==> config.mk <==
export PLATFORM = sky130hd
export DESIGN_NAME = mem_access_responder
export DESIGN_NICKNAME = d
export VERILOG_FILES = /design/src/rtl/mem_access_responder.sv
export SDC_FILE = /design/constraint.sdc
export NUM_CORES = 2
export LEC_CHECK = 0
export CORE_ASPECT_RATIO = 1.5
export CORE_MARGIN = 2
export CORE_UTILIZATION = 32
export DETAILED_ROUTE_END_ITERATION = 8
export PLACE_DENSITY = 0.57
export SLEW_MARGIN = 20
export SYNTH_ARGS = -nofsm -noshare
export SYNTH_HDL_FRONTEND = slang
export SYNTH_SLANG_ARGS = --single-unit
==> constraint.sdc <==
create_clock -name clk -period 8.77 [get_ports clk]
set_clock_uncertainty 0.15 [all_clocks]
set_input_delay 1.3155 -clock clk [delete_from_list [all_inputs] [get_ports clk]]
set_output_delay 1.3155 -clock clk [all_outputs]
set_load 0.05 [all_outputs]
==> src/rtl/mem_access_responder.sv <==
// mem_access_responder
// Memory-side responder for the multicycle controller. Takes one read or write
// request at a time, waits WAIT_CYCLES wait states, performs the access on an
// internal DEPTH x DATA_W array and pulses rsp_valid for one cycle. busy feeds
// the controller's stall/hold_decode path.
//
// state  | meaning
// -------+------------------------------------------------------------
// IDLE   | ready for a request; request fields latched on accept
// WAIT   | wait states, counter runs WAIT_CYCLES..1
// ACCESS | array read/write (or range error) happens on the exit edge
// RESP   | one-cycle completion: rsp_valid=1, rsp_err=latched error
module mem_access_responder #(
    parameter int DATA_W      = 16,
    parameter int ADDR_W      = 8,
    parameter int DEPTH       = 256,
    parameter int WAIT_CYCLES = 2
) (
    input  logic              clk,
    input  logic              reset,
    input  logic              req_valid,
    input  logic              req_write,
    input  logic [ADDR_W-1:0] req_addr,
    input  logic [DATA_W-1:0] req_wdata,
    output logic              req_ready,
    output logic              busy,
    output logic              rsp_valid,
    output logic              rsp_err,
    output logic [DATA_W-1:0] rsp_rdata
);

    // Index width for the implemented words; a single-word array still needs one bit.
    localparam int IDX_W = (DEPTH > 1) ? $clog2(DEPTH) : 1;
    localparam logic [3:0] WAIT_INIT = 4'(WAIT_CYCLES);
    // Range compare is done one bit wider so DEPTH == 2**ADDR_W is representable.
    localparam logic [ADDR_W:0] DEPTH_CMP = (ADDR_W + 1)'(DEPTH);

    typedef enum logic [1:0] {
        S_IDLE   = 2'd0,
        S_WAIT   = 2'd1,
        S_ACCESS = 2'd2,
        S_RESP   = 2'd3
    } state_t;

    state_t              state;
    state_t              state_next;
    logic [3:0]          cnt;
    logic                write_q;
    logic [ADDR_W-1:0]   addr_q;
    logic [DATA_W-1:0]   wdata_q;
    logic                err_q;
    logic [DATA_W-1:0]   rdata_q;
    logic                accept;
    logic                in_range;
    logic [IDX_W-1:0]    idx;
    logic                mem_we;

    // Array is deliberately not reset; contents survive a reset pulse.
    logic [DATA_W-1:0]   mem [0:DEPTH-1];

    assign accept   = (state == S_IDLE) && req_valid;
    assign in_range = ({1'b0, addr_q} < DEPTH_CMP);
    assign idx      = addr_q[IDX_W-1:0];
    assign mem_we   = (state == S_ACCESS) && write_q && in_range;

    // State register.
    always_ff @(posedge clk or posedge reset) begin
        if (reset) begin
            state <= S_IDLE;
        end else begin
            state <= state_next;
        end
    end

    // Next-state logic; WAIT is skipped entirely when there are no wait states.
    always_comb begin
        state_next = state;
        unique case (state)
            S_IDLE: begin
                if (req_valid) begin
                    state_next = (WAIT_CYCLES > 0) ? S_WAIT : S_ACCESS;
                end
            end
            S_WAIT: begin
                if (cnt == 4'd1) begin
                    state_next = S_ACCESS;
                end
            end
            S_ACCESS: state_next = S_RESP;
            S_RESP:   state_next = S_IDLE;
            default:  state_next = S_IDLE;
        endcase
    end

    // Moore outputs decoded from the current state.
    always_comb begin
        req_ready = (state == S_IDLE);
        busy      = (state != S_IDLE);
        rsp_valid = (state == S_RESP);
        rsp_err   = (state == S_RESP) && err_q;
        rsp_rdata = rdata_q;
    end

    // Wait-state down-counter, loaded on accept and decremented through WAIT.
    always_ff @(posedge clk or posedge reset) begin
        if (reset) begin
            cnt <= 4'd0;
        end else if (accept) begin
            cnt <= WAIT_INIT;
        end else if (state == S_WAIT) begin
            cnt <= cnt - 4'd1;
        end
    end

    // Request capture; later changes on req_* are ignored until the next accept.
    always_ff @(posedge clk or posedge reset) begin
        if (reset) begin
            write_q <= 1'b0;
            addr_q  <= '0;
            wdata_q <= '0;
        end else if (accept) begin
            write_q <= req_write;
            addr_q  <= req_addr;
            wdata_q <= req_wdata;
        end
    end

    // Completion status and read data; writes leave rsp_rdata untouched and an
    // out-of-range read returns zero.
    always_ff @(posedge clk or posedge reset) begin
        if (reset) begin
            err_q   <= 1'b0;
            rdata_q <= '0;
        end else if (state == S_ACCESS) begin
            err_q <= ~in_range;
            if (!write_q) begin
                rdata_q <= in_range ? mem[idx] : '0;
            end
        end
    end

    // Array write port; only the ACCESS exit edge can modify memory.
    always_ff @(posedge clk) begin
        if (mem_we) begin
            mem[idx] <= wdata_q;
        end
    end

endmodule

# ---- Word level (Yosys, flattened, before mapping)
# Memory sizes are Yosys's and may differ from the RTL's. A register that Yosys moved wholly into a read port is not among the register bits.
# Index checks and enable logic that the tools add are counted.
dict set report word_totals {
  regBits 31
  ram_bits 4096
  output_inout_bits 20
  wordCells 28
  mem_count 1
}
# memory depth width read_ports rd_clocked_by_memory_dff wr line
set memory_table {}
lappend memory_table {mem 256 16 1 1 1 59} ;# logic [DATA_W-1:0] mem [0:DEPTH-1];
dict set report classes {
  add_sub_neg 1
  n_eq_ne 6
  muxes 7
  n_bitwise 1
  reduce_logical 7
}
# operator count
set ops {}
lappend ops {{two-way mux 4 bit} 2}
lappend ops {{one-hot mux 2 bit (4 select lines)} 1}
lappend ops {{equality test 2 bit (second input constant)} 2}
lappend ops {{equality test 4 x 1 -> 1 bit (second input constant)} 1}
lappend ops {{two-way mux 2 bit} 2}
lappend ops {{inequality test 2 bit (second input constant)} 2}
lappend ops {{AND reduction 2 bit} 2}
lappend ops {{nonzero test 2 bit} 2}
lappend ops {{subtractor 4 x 1 -> 4 bit (second input constant)} 1}
lappend ops {{equality test 2 x 1 -> 1 bit (second input constant)} 1}
lappend ops {{logical AND 1 bit} 2}
lappend ops {{logical NOT 2 bit} 1}
lappend ops {{two-way mux 1 bit} 2}
lappend ops {{NOT 1 bit} 1}

# ---- Depth between registers and ports, before layout
dict set report logic_depth {
  depth_word 4
  mapped_depth 13
  ltp_nobuf 9
}

# ---- Worst setup path before layout
# Ideal clock, no wire load.
dict set report synth_timing {
  path_kind {flip-flop to flip-flop}
  from {register wdata_q[0]}
  to {memory mem[0][0], data pin}
  setup_ps 803
  t_arrival_ps 3179
  t_required_ps 7817
  path_slack_ps 4638
  stages_incl_launch_ff 1
  path_cell_list {dfrtp_1}
}
# item line
set synth_lines {}
lappend synth_lines {{from (decl)} 50} ;# logic [DATA_W-1:0] wdata_q;
lappend synth_lines {{from (signal assigned)} 124} ;# wdata_q <= req_wdata;
lappend synth_lines {{to (decl)} 59}
# Straight into the memory's write port.

==> results.md <==
* Crit path launch: addr_q[0]
* Die Wd at 580.4 um
* Congestion Overflow GR at 0
* CTS tree: built
* DR WL/cell at 31.74 um
* Max Cap Violations at 0
* Final worst slack at 3.337 ns
* Post-cts resize count at 0
* Final setup TNS at 0 ns
* First-pass GRT wire length at 637,700 um
* Iter 0 DRT Violations at 9,095
* GP Congestion at 0.8518
* Core area at 496,600 um^2
* Die Y at 868.6 um
* Fillers at 45,080
* CP startpoint kind: flop
* Crit Path Class: reg2reg
* Cells after Synth at 7,234
* Seq cells post-synth at 4,143
* Syn_nets at 7,268
* Area delta synth->final at 13.46%
* Post-Synth XOR/XNOR Area at 0.01647%
* Synth Cell Area at 159,500 um^2
* H-tree Lvls at 5
* Sequential share of the synthesized area at 77.86%
* Post-Synth Adder-Cell Area at 0.04707%
* Worst hold start: state[0]
* CP Capture Type: flop
* Critical-path maximum fanout at 105
* Number of global-route vias before repair at 79,410
* GRT Overall Usage at 17.78%
* Worst slew margin at 10.96%
* Dpl ws at 3.226 ns
* Reg2reg start: addr_q[0]
* Post-synth cell types at 78
* Hold Path Stages at 1
* Synth area leaders: edfxtp_1 (77%), mux4_2 (13%), mux2i_1 (2.0%)
* Max Clk Rate at 184.1 MHz
* Met2 usage at 31.49%
* Fin nets at 7,623
* Count of final hold-check violations at 0
* Clock transition at path regs at 0.07 ns
* Setup bufs post-CTS at 0
* Top post-synthesis cells by count: edfxtp_1 (4,096), mux4_2 (951), nor2_1 (317)
* RSZ-0062 raised after global routing: false
* Most frequent cell after synthesis: edfxtp_1
* Worst hold endpoint: state[0]
* CTS root buf: clkbuf_16
* Reg2Reg Setup Slack at 3.34 ns
* Post-route DRC at 0
* Deepest clock path buffer count at 4
* Top_reg_cell synth: edfxtp_1
* Combinational family with the most area after synthesis: multiplexers
* HPWL after DPL at 278,100 um
* GR Layer Usage met3 at 2.535%
* Sink Count at 4,143
* TritonRoute pass-1 iters at 6
* Sequential share of power at 43.0%
* IO buf count at 46
* # rows at 317
* Worst Reg-to-Reg Cells at 10
* RR Endpoint: rsp_rdata[10]
* Sw frac at 34.14%
* Critical path required time at 9.52 ns
* Critical Path AT at 6.18 ns
* Die area at 504,200 um^2
* ANT nets after route at 0
* Hold buffers post-CTS at 0
* Final setup fails at 0
* Combinational share of power at 30.3%
* Outcome: complete, no violations
* Pin count of the biggest net entering global routing at 205
* Worst hold path type: reg2reg
* Initial Utilization at 32.12%
* Gr busiest metal: met2
* Pins over their slew limit at 0
* Vias at 77,510
* Global routing met1 resource utilization at 20.89%
* Post-synth EDFFs at 4,096
* Yosys warns at 0
* Tmin final at 5.433 ns
* P per Cell Area at 336.5 nW/um^2
* Total CTS buffers at 363
* Clock Latency Late Sink at 0.96 ns
* Net Switching at 20.79 mW
* Drt total wl at 458,100 um
* Multiplexer share of the synthesized area at 15.74%
* Vias/cell at 5.371
* Area leader, netlist: edfxtp_1
* Period utilization at 61.95%
* Clock Power Share at 26.8%
* Pleak at 55.46 nW
* Worst-Margin Slew at 1.336 ns
* Simple-gate portion of the synthesized area at 2.121%
* Syn Area/Cell at 22.05 um^2
* IO Pins at 48
* Yosys top cell area share at 77.12%
* Initial antenna violation count at 17
* Cell-internal power at 40.10 mW
* Fraction of layout cells with a size suffix above 1 at 25.75%
* Asr flop ratio synth at 1.134%
* Compound-Gate Fraction of Synth Area at 2.561%
* Max VDD drop at 0.3382 mV
-- worst max path at each step --
stage          cells after the start  slack (ns)            end
3_3_place_gp                       7        2.49   rsp_rdata[8]
4_1_cts                           10        3.24  rsp_rdata[10]
6_report                          10        3.34  rsp_rdata[10]
3_5_place_dp                      10        3.23  rsp_rdata[10]
5_1_grt                           10        3.08  rsp_rdata[10]
2_1_floorplan                      0        4.64      mem[0][0]
-- cell usage in the layout (no fill, tap or decap), drive strengths merged, types with 9 or more instances in the layout --
cell / instances
mux2i: 312
diode: 10
edfxtp: 4096
nor2b: 16
o221ai: 32
o211ai: 15
nand4: 34
a211oi: 24
nor2: 318
nand2b: 11
mux2: 50
a211o: 9
mux4: 951
nor3: 38
nor4: 13
clkbuf: 427
o22a: 26
dfrtp: 47
clkinvlp: 13
or3: 14
inv: 21
a32oi: 32
nand3: 60
nand2: 186
o22ai: 129
buf: 374
clkdlybuf4s50: 46
a31oi: 27
a21oi: 94
a22oi: 76
o21ai: 41
bufinv: 43
a221oi: 22
a22o: 15
clkinv: 163
and3: 17
-- through the flow --
| step | power, mW | hold WS (ns) | utilization, % | cell area, um^2 | instances |
|---|---|---|---|---|---|
| after detailed placement | 45.12 | 0.4196 | 34.04 | 169000 | 13760 |
| after global placement | 44.76 | 0.3797 | 34.01 | 168900 | 13760 |
| after floorplan | 37.73 | 0.3561 | - | 159500 | 7234 |
| after CTS | 61.26 | 0.4343 | 36.42 | 180900 | 14420 |
| final | 60.89 | 0.4319 | 36.44 | 180900 | 14430 |
| after global routing | 62.51 | 0.4506 | 36.43 | 180900 | 14420 |
-- logic make-up (layout without fill, tap and decap cells) --
logic type      after synthesis  after routing
fa+ha+maj                     6              6
flops                      4143           4143
other cells                   1             11
buf+inv                     438           1087
simple gates                746            746
xor+xnor                      3              3
mux                        1313           1313
compound gates              584            584
-- final cells by class --
cell class / count / area [um^2] / area share [%]
Antenna cell: 10 / 25.02 / 0.01383
Clock buffer: 427 / 9440 / 5.217
Clock inverter: 232 / 2369 / 1.309
Inverter: 8 / 37.54 / 0.02074
Multi-Input combinational cell: 2653 / 33110 / 18.30
Sequential cell: 4143 / 124300 / 68.67
Tap cell: 6539 / 8182 / 4.522
Timing Repair Buffer: 420 / 3518 / 1.944
-- routing by layer --
layer,share of wire [%],up-vias
met2,52,3324
met4,6.0,0
met5,0,-
met1,36,42160
li1,-,31230
met3,6.4,799
-- worst max-delay path: stages (launching register included) --
cell and delay, ns:
dfrtp_4 1.01, buf_12 0.70, buf_4 0.89, mux4_2 0.36, nand2_1 0.05, a32o_1 0.34, a2111oi_0 0.56, buf_4 0.23
a311oi_1 0.08, a31oi_1 0.67, or2_1 0.19
-- state kept, by name (all words and copies together), names as in the netlist --
signal and count:
write_q 1, state 2, addr_q 8, cnt 4, mem 4096, wdata_q 16
rsp_rdata 16
-- power groups by stage --
stage / Sequential (mW) / Clock [mW] / Combinational [mW]
global placement: 26.5 / 0 / 18.3
floorplan: 27.6 / 0 / 10.2
global route: 26.2 / 17.2 / 19.1
CTS: 26.1 / 16.6 / 18.6
detailed placement: 26.6 / 0 / 18.5
finish: 26.2 / 16.3 / 18.4
No activity file was read; power rests on OpenSTA's default activity.
